## src/rtl/alu.sv

```systemverilog
// rtl/alu.sv - registered single-cycle ALU with optional multiplier
//
// Purpose: samples a, b and op on every rising clk edge and registers the
// result and carry/borrow/shift-out flag, giving exactly one cycle of latency
// with a new operation accepted every cycle.
//
// Ports:
//   clk    in   clock; all state updates on the rising edge
//   rst_n  in   synchronous active-low reset; clears out and c
//   a      in   WIDTH  operand A
//   b      in   WIDTH  operand B (ignored for ops 5..11)
//   op     in   4      operation select
//   out    out  WIDTH  registered result
//   c      out  1      registered carry / borrow / shift-out / overflow flag
//
// Configuration macro: ALU_MUL_EN -- when defined, op 12 is an unsigned
// multiply (low half to out, c flags a non-zero high half); when undefined
// no multiplier exists and op 12 behaves as a reserved op.

module alu #(
  parameter int WIDTH = 8
) (
  input  logic             clk,
  input  logic             rst_n,
  input  logic [WIDTH-1:0] a,
  input  logic [WIDTH-1:0] b,
  input  logic [3:0]       op,
  output logic [WIDTH-1:0] out,
  output logic             c
);

  localparam logic [3:0] OP_ADD = 4'd0;
  localparam logic [3:0] OP_SUB = 4'd1;
  localparam logic [3:0] OP_AND = 4'd2;
  localparam logic [3:0] OP_OR  = 4'd3;
  localparam logic [3:0] OP_XOR = 4'd4;
  localparam logic [3:0] OP_NOT = 4'd5;
  localparam logic [3:0] OP_SHL = 4'd6;
  localparam logic [3:0] OP_SHR = 4'd7;
  localparam logic [3:0] OP_ROL = 4'd8;
  localparam logic [3:0] OP_ROR = 4'd9;
  localparam logic [3:0] OP_INC = 4'd10;
  localparam logic [3:0] OP_DEC = 4'd11;
  localparam logic [3:0] OP_MUL = 4'd12;

  logic [WIDTH-1:0] out_q, out_d;
  logic             c_q, c_d;

  // Arithmetic is done one bit wider so the top bit is the carry (add/inc)
  // or the unsigned borrow (sub/dec) without any extra comparison.
  logic [WIDTH:0] sum_w;
  logic [WIDTH:0] diff_w;
  logic [WIDTH:0] inc_w;
  logic [WIDTH:0] dec_w;

  assign sum_w  = {1'b0, a} + {1'b0, b};
  assign diff_w = {1'b0, a} - {1'b0, b};
  assign inc_w  = {1'b0, a} + {{WIDTH{1'b0}}, 1'b1};
  assign dec_w  = {1'b0, a} - {{WIDTH{1'b0}}, 1'b1};

`ifdef ALU_MUL_EN
  logic [2*WIDTH-1:0] prod_w;

  assign prod_w = {{WIDTH{1'b0}}, a} * {{WIDTH{1'b0}}, b};
`endif

  always_comb begin
    out_d = '0;
    c_d   = 1'b0;
    case (op)
      OP_ADD: {c_d, out_d} = sum_w;
      OP_SUB: {c_d, out_d} = diff_w;
      OP_AND: out_d = a & b;
      OP_OR:  out_d = a | b;
      OP_XOR: out_d = a ^ b;
      OP_NOT: out_d = ~a;
      OP_SHL: begin
        out_d = {a[WIDTH-2:0], 1'b0};
        c_d   = a[WIDTH-1];
      end
      OP_SHR: begin
        out_d = {1'b0, a[WIDTH-1:1]};
        c_d   = a[0];
      end
      OP_ROL: begin
        out_d = {a[WIDTH-2:0], a[WIDTH-1]};
        c_d   = a[WIDTH-1];
      end
      OP_ROR: begin
        out_d = {a[0], a[WIDTH-1:1]};
        c_d   = a[0];
      end
      OP_INC: {c_d, out_d} = inc_w;
      OP_DEC: {c_d, out_d} = dec_w;
`ifdef ALU_MUL_EN
      OP_MUL: begin
        out_d = prod_w[WIDTH-1:0];
        c_d   = |prod_w[2*WIDTH-1:WIDTH];
      end
`else
      OP_MUL: begin
        out_d = '0;
        c_d   = 1'b0;
      end
`endif
      default: begin
        out_d = '0;
        c_d   = 1'b0;
      end
    endcase
  end

  always_ff @(posedge clk) begin
    if (!rst_n) begin
      out_q <= '0;
      c_q   <= 1'b0;
    end else begin
      out_q <= out_d;
      c_q   <= c_d;
    end
  end

  assign out = out_q;
  assign c   = c_q;

endmodule

```

## config.mk

```make
export PLATFORM = sky130hd
export DESIGN_NAME = alu
export DESIGN_NICKNAME = d
export VERILOG_FILES = /design/src/rtl/alu.sv
export SDC_FILE = /design/constraint.sdc
export NUM_CORES = 1
export LEC_CHECK = 0
export CORE_ASPECT_RATIO = 0.9
export CORE_MARGIN = 2
export CORE_UTILIZATION = 50
export DETAILED_ROUTE_END_ITERATION = 12
export PLACE_DENSITY = 0.78
export SLEW_MARGIN = 10
export SYNTH_ARGS = -nofsm -noshare
export SYNTH_HDL_FRONTEND = slang
export SYNTH_SLANG_ARGS = --single-unit
```

## constraint.sdc

```tcl
create_clock -name clk -period 2.15 [get_ports clk]
set_clock_uncertainty 0.15 [all_clocks]
set_input_delay 0.215 -clock clk [delete_from_list [all_inputs] [get_ports clk]]
set_output_delay 0.215 -clock clk [all_outputs]
set_load 0.02 [all_outputs]
```

# Word-level counts from Yosys, hierarchy flattened
# Cells that the tools add are included.
[classes] addsub=4 eq_ne=11 muxes=2 n_bitwise=4 reduce_logical=3
[op_table] operator="$pmux W8 S12" n=1
[op_table] operator="$eq A4 B3 Y1 const B" n=4
[op_table] operator="$eq A4 B4 Y1 const B" n=4
[op_table] operator="$add A8 B1 Y9 const B" n=1
[op_table] operator="$add A8 B8 Y9" n=1
[op_table] operator="$sub A8 B1 Y9 const B" n=1
[op_table] operator="$sub A8 B8 Y9" n=1
[op_table] operator="$and A8 B8 Y8" n=1
[op_table] operator="$eq A4 B2 Y1 const B" n=2
[op_table] operator="$not A8 Y8" n=1
[op_table] operator="$or A8 B8 Y8" n=1
[op_table] operator="$xor A8 B8 Y8" n=1
[op_table] operator="$pmux W1 S6" n=1
[op_table] operator="$eq A4 B1 Y1 const B" n=1
[op_table] operator="$logic_not A4 Y1" n=1
[op_table] operator="$reduce_or A2 Y1" n=2
[word_totals] reg_bits=9 in_bits=22 out_inout_bits=9

# Logic depth before layout (Yosys ltp)
# Gate-level depths: netlist of run 1.
[depth] word_depth=3 ltp_mapped=10

# Worst setup path before layout of run 1
# No wires, ideal clock.
[synth_timing] path_kind="input to register" start="in a[0]" end="reg out_q[4] (netlist: out[4])" arrival_time_ns=2.038 required_ns=1.926 slack_ns=-0.113 stages=10 path_buffers=1 cell_sequence="clkbuf_1 inv_1 ha_1 inv_1 fa_1 a21o_1 a21oi_1 a21oi_1 or3b_2 a31oi_1"
[synth_via] elab_chain_cells=2
[synth_rtl] element="start, declared" line_no="25" source="input logic [WIDTH-1:0] a,"
[synth_rtl] element="$sub A8 B1 Y9, or another cell as far along" line_no="59" source="assign dec_w = {1'b0, a} - {{WIDTH{1'b0}}, 1'b1};"
[synth_rtl] element="$pmux W8 S12 *" line_no="70" source="case (op)"
[synth_rtl] element="end signal, assigned" line_no="118" source="out_q <= out_d;"
[synth_rtl] element="end, declared" line_no="46" source="logic [WIDTH-1:0] out_q, out_d;"
# Mark *: on every way between the ends. The rest lies on a longest branch, timed or not.
# A chain may end at the register's enable or synchronous reset.

# Final worst setup path of run 1
[layout_timing] start="in op[3]" end="reg c_q (netlist: c)"
[layout_via] elab_chain_cells=3
[layout_rtl] element="start, declared" line_no="27" source="input logic [3:0] op,"
[layout_rtl] element="$eq A4 B4 Y1 or $eq A4 B3 Y1 (tied branches)" line_no="70"
[layout_rtl] element="$reduce_or A2 Y1 (no source line)"
[layout_rtl] element="$pmux W1 S6 *" line_no="70"
[layout_rtl] element="end signal, assigned" line_no="116" source="c_q <= 1'b0;"
[layout_rtl] element="end signal, assigned" line_no="119" source="c_q <= c_d;"
[layout_rtl] element="end, declared" line_no="47" source="logic c_q, c_d;"
# Marked as above.

==> metrics.md, run 1 <==
| Metric | Value |
|---|---|
| RSZ-0062 raised after global routing | `yes` |
| Final Hold Fails | `0` |
| Ys Warns | `0` |
| Hpwl dp | `5390 um` |
| CP endpoint kind | `flip-flop` |
| Crit path DAT | `2.13 ns` |
| Final Non-Filler Cells | `418` |
| IO buf count | `30` |
| Gpl congestion | `0.973` |
| Setup violators final | `0` |
| CP max FO | `8` |
| Share of the synthesized area in the top cell type | `0.161` |
| Max Fclk | `474 MHz` |
| Cells after DPL | `413` |
| Post-Syn Area per Cell | `7.17 um2` |
| Delay of the slowest critical-path stage | `0.44 ns` |
| Vias in the first global route | `2,452` |
| Htree depth | `1` |
| Wire per inst | `18.1 um` |
| Async S/R FF share, synth | `0` |
| Critical Path Source Type | `input port` |
| Max_slew headroom | `0.757` |
| Grt met3 use | `0.0536` |
| Ant. Diodes | `0` |
| First-pass GRT wire length | `11,700 um` |
| Count leader, synth | `nand2_1` |
| Slew @ Worst Pin | `0.356 ns` |
| Reg clk slew, reported paths | `0.06 ns` |
| Via/cell ratio | `6.34` |
| Met2 Use GR | `0.551` |
| Met1 usage | `0.401` |
| Die width | `71.1 um` |
| Pleak | `1.40 nW` |
| TritonCTS Buffers | `3` |
| Pwr Total | `0.00105 W` |
| Final min period | `2.11 ns` |
| CP Buf/Inv Count | `3` |
| Final Cycle Share | `0.982` |
| Vias | `2,651` |
| CTS Buffer Depth | `2` |
| Initial Util | `0.531` |
| CTS tree | `done` |
| Yosys top cell by area | `ha_1` |
| Post-synth top cells | `nand2_1 (31), inv_1 (28), ha_1 (26), o21ai_0 (22), a21oi_1 (19)` |
| Setup WS pre-CTS | `-0.515 ns` |
| Setup ws final | `0.0386 ns` |
| Starting DRC count in detailed routing | `291` |
| Top Ports | `31` |
| Maxcap violations | `0` |
| Cells after Synth | `282` |
| Die extent in y | `64.3 um` |
| DR pass1 iterations | `6` |
| GR peak layer | `met2` |
| Mapped cell area | `2020 um2` |
| Initial antenna violation count | `0` |
| Worst Path Required | `2.17 ns` |
| DIE AREA | `4570 um2` |
| CP Cell Sequence | `clkdlybuf4s50_1 > buf_4 > buf_4 > nor3_4 > nand2_1 > o21ai_1 > a222oi_1 > and3b_1 > a31oi_1` |
| Drt total wl | `7570 um` |
| CTS Sinks | `9` |
| Distinct cells, synth | `60` |
| DRC | `0` |
| Remaining antenna violation count | `0` |
| Hold WC Path Type | `input port to flip-flop` |
| Global route overflow | `0` |
| Final nets | `423` |
| Max-slew violation count | `0` |
| Slowest CP cell | `clkdlybuf4s50_1` |
| Number of synthesized flops with an enable pin | `0` |
| Share of layout cells above drive strength 1 | `0.328` |
| Ranking of synthesized cells by area | `ha_1 (16%), dfxtp_1 (8.9%), nand2_1 (5.8%)` |
| Post-synthesis sequential area ratio | `0.0891` |
| Synth Register Bits | `9` |
| Critical path type | `input port to flip-flop` |
| Pwr dens | `342 nW/um2` |
| Most used DFF post-synth | `dfxtp_1` |
| Status | `finished clean` |
| # rows | `21` |
| Worst VDD drop | `163 uV` |
| Family with the most delay on the worst path | `buffers and inverters` |
| Root buf cell | `clkbuf_8` |
| Synth Net Count | `332` |
| Synthesis-to-finish area growth | `51.8%` |
| Core area | `3810 um2` |
| Largest net degree at the start of global routing | `20` |
| Most frequent cell on the critical path | `buf_4` |
| Global-route usage over all layers | `0.320` |
==> logic make-up (layout without fill, tap and decap cells) <==
group / count (synthesis) / after routing / share of synthesized area
AO/OA/AOI/OAI: 92 / 92 / 0.302
multiplexers: 9 / 9 / 0.0458
flip-flops: 9 / 9 / 0.0891
adder cells (fa/ha/maj): 28 / 28 / 0.181
AND/OR/NAND/NOR: 84 / 84 / 0.232
XOR/XNOR: 11 / 11 / 0.0476
buffers and inverters: 49 / 139 / 0.103
==> layout make-up <==
type | instances | area [um2]
tap | 46 | 57.6
sequential | 9 | 180
clock buffer | 4 | 45.0
timing repair buffer | 107 | 908
fill | 264 | 739
multi-input combinational | 224 | 1770
inverter | 28 | 105
==> timing repair <==
| item | 4_1_cts | 5_1_grt |
|---|---|---|
| setup buffers | 0 | 1 |
| gates resized for setup | 20 | 29 |
| pin swaps | 9 | 12 |
| hold buffers | 0 | 0 |
| endpoints found under the setup margin | 6 | 6 |
==> cells in the final DEF, fill, tap and decap left out, drive strengths merged, types with 8 or more instances in the layout <==
master and instances:
dfxtp 9, a22oi 8, a21oi 19, o21ai 22
clkdlybuf4s50 19, inv 28, nor2 11, xnor2 11
ha 26, nand2 31, nor3 8, buf 77
==> worst paths after layout <==
kind / start / endpoint / slack [ns] / cells past startpoint
max: op[3] / c$_SDFF_PN0_ / 0.04 / 9
min: rst_n / c$_SDFF_PN0_ / 0.41 / 3
==> flip-flops by register name, summed over array words and instances (netlist names) <==
signal  count
c           1
out         8
==> per-stage QoR <==
stage          hold slack (ns)   util  cell area, um2  setup TNS, ns
3_3_place_gp             0.655  0.753            2870          -2.24
3_5_place_dp             0.660  0.753            2870          -2.66
5_1_grt                  0.459  0.806            3070        -0.0850
4_1_cts                  0.409  0.786            3000       -0.00890
6_report                 0.408  0.806            3070              0
2_1_floorplan            0.203      -            2040              0
==> report_power, final <==
group | switching (W) | internal [W] | total [W]
Clock | 0.0000880 | 0.000131 | 0.000219
Sequential | 0.00000426 | 0.000179 | 0.000184
Combinational | 0.000329 | 0.000317 | 0.000647
==> routing by layer <==
metal  vias up  part of all wire
met2       181              0.46
li1       1198                 -
met4         0             0.051
met5         -                 0
met1      1224              0.40
met3        48             0.094
Power figures use the tool's default switching activity.
==> inputs of run 2 (changes only) <==
--- a/config.mk
+++ b/config.mk
@@ -8,6 +8,7 @@
 export CORE_ASPECT_RATIO = 0.9
 export CORE_MARGIN = 2
 export CORE_UTILIZATION = 50
+export CTS_CLUSTER_SIZE = 20
 export DETAILED_ROUTE_END_ITERATION = 12
 export PLACE_DENSITY = 0.78
 export SLEW_MARGIN = 10
==> results of run 2 <==
No change in the layout: final DEF, timing and power equal those of run 1.
==> inputs of run 3 (changes only) <==
--- a/config.mk
+++ b/config.mk
@@ -7,10 +7,10 @@
 export LEC_CHECK = 0
 export CORE_ASPECT_RATIO = 0.9
 export CORE_MARGIN = 2
-export CORE_UTILIZATION = 50
+export CORE_UTILIZATION = 60
 export CTS_CLUSTER_SIZE = 20
 export DETAILED_ROUTE_END_ITERATION = 12
-export PLACE_DENSITY = 0.78
+export PLACE_DENSITY = 0.88
 export SLEW_MARGIN = 10
 export SYNTH_ARGS = -nofsm -noshare
 export SYNTH_HDL_FRONTEND = slang
==> constraint.sdc (replaced) <==
create_clock -name clk -period 2.6 [get_ports clk]
set_clock_uncertainty 0.15 [all_clocks]
set_input_delay 0.26 -clock clk [delete_from_list [all_inputs] [get_ports clk]]
set_output_delay 0.26 -clock clk [all_outputs]
set_load 0.02 [all_outputs]
==> metrics.md, run 3 (same netlist as run 1, synthesis figures left out) <==
| Metric | Value |
|---|---|
| Gpl congestion | `0.922` |
| Reg clk slew, reported paths | `0.05 ns` |
| Family with the most delay on the worst path | `compound AO/OA/AOI/OAI gates` |
| Die width | `65.2 um` |
| Final nets | `385` |
| TritonCTS Buffers | `3` |
| Initial antenna violation count | `0` |
| Final Hold Fails | `0` |
| Setup ws final | `0.134 ns` |
| Critical Path Source Type | `input port` |
| IO buf count | `30` |
| Largest net degree at the start of global routing | `36` |
| CTS tree | `done` |
| CTS Sinks | `9` |
| Top Ports | `31` |
| DIE AREA | `3850 um2` |
| Vias | `2,488` |
| Max_slew headroom | `0.709` |
| FILL cells | `205` |
| Cells after DPL | `372` |
| Global-route usage over all layers | `0.344` |
| Pwr dens | `293 nW/um2` |
| Hold EP | `c$_SDFF_PN0_` |
| Crit path DAT | `2.45 ns` |
| CTS Hold Bufs | `0` |
| Final Non-Filler Cells | `376` |
| Starting DRC count in detailed routing | `355` |
| Synthesis-to-finish area growth | `30.7%` |
| Core area | `3140 um2` |
| RSZ-0062 raised after global routing | `no` |
| DRC | `0` |
| Slew @ Worst Pin | `0.426 ns` |
| Via/cell ratio | `6.62` |
| CTS resizes | `0` |
| Most frequent cells in the layout | `buf_4 (38), nand2_1 (31), inv_1 (28), clkdlybuf4s50_1 (28), ha_1 (25)` |
| CP endpoint kind | `flip-flop` |
| Final min period | `2.47 ns` |
| Setup violators final | `0` |
| Slowest CP cell | `clkdlybuf4s50_1` |
| Post-CTS Setup Bufs | `0` |
| Remaining antenna violation count | `0` |
| Worst VDD drop | `172 uV` |
| # rows | `19` |
| Setup WS pre-CTS | `-0.215 ns` |
| Share of layout cells above drive strength 1 | `0.177` |
| First-pass GRT wire length | `10,400 um` |
| Worst hold path depth | `3` |
| CP Buf/Inv Count | `3` |
| Die extent in y | `59.1 um` |
| Worst Path Required | `2.58 ns` |
| Hold Startpoint | `rst_n` |
| CP Cell Sequence | `clkdlybuf4s50_1 > inv_1 > ha_1 > o21bai_1 > a2111oi_2 > buf_4 > a2bb2oi_1 > xnor2_1 > nand3_1 > a31oi_1` |
| Critical path type | `input port to flip-flop` |
| Largest register FFs | `8` |
| Maxcap violations | `0` |
| Drt total wl | `6680 um` |
| Root buf cell | `clkbuf_8` |
| Hold WC Path Type | `input port to flip-flop` |
| Delay of the slowest critical-path stage | `0.48 ns` |
| Wire per inst | `17.8 um` |
| DR pass1 iterations | `6` |
| Most common cell after layout, fill and taps aside | `buf_4` |
| CP max FO | `4` |
| Initial Util | `0.645` |
| Max-slew violation count | `0` |
| CTS Buffer Depth | `2` |
| Max Fclk | `405 MHz` |
| Htree depth | `1` |
| Vias in the first global route | `2,174` |
| Status | `finished clean` |
| Global route overflow | `0` |
| Final Cycle Share | `0.949` |
| Ant. Diodes | `0` |
| Hpwl dp | `4970 um` |
| Pleak | `1.16 nW` |
[run 3: layer usage]
layer  vias up  part of all wire  global-route usage
met3        42              0.13              0.0380
met4         0             0.044               0.101
met2       219              0.45               0.593
met1      1114              0.37               0.455
li1       1113                 -                   -
met5         -                 0                   0
[run 3: where the power goes]
| group | internal, W | switching [W] |
|---|---|---|
| registers | 0.000148 | 0.00000349 |
| clock network | 0.000108 | 0.0000643 |
| logic | 0.000208 | 0.000243 |
[run 3: worst max-delay path by stage]
stage,from,to,slack (ns),cells past startpoint
final,b[1],out[7]$_SDFF_PN0_,0.13,10
after global routing,a[4],out[7]$_SDFF_PN0_,0.04,10
after floorplan,a[0],out[4]$_SDFF_PN0_,0.29,10
after global placement,a[0],out[4]$_SDFF_PN0_,-0.04,10
after CTS,a[0],out[6]$_SDFF_PN0_,0.05,11
after detailed placement,a[0],out[6]$_SDFF_PN0_,-0.21,11
[run 3: cell type report]
class	count	area [um2]	share of cell area
timing repair buffer	69	611	0.231
inverter	28	105	0.0397
multi-input combinational	224	1650	0.624
tap	42	52.6	0.0199
clock buffer	4	45.0	0.0170
sequential	9	180	0.0681
[run 3: through the flow]
step / utilization / cell area (um2) / hold slack [ns] / TNS (ns) / total power, W
3_3_place_gp: 0.822 / 2580 / 0.712 / -0.0679 / 0.000570
2_1_floorplan: - / 2020 / 0.248 / 0 / 0.000410
5_1_grt: 0.843 / 2650 / 0.538 / 0 / 0.000801
3_5_place_dp: 0.822 / 2580 / 0.727 / -0.483 / 0.000584
4_1_cts: 0.836 / 2620 / 0.488 / 0 / 0.000748
6_report: 0.843 / 2650 / 0.481 / 0 / 0.000775
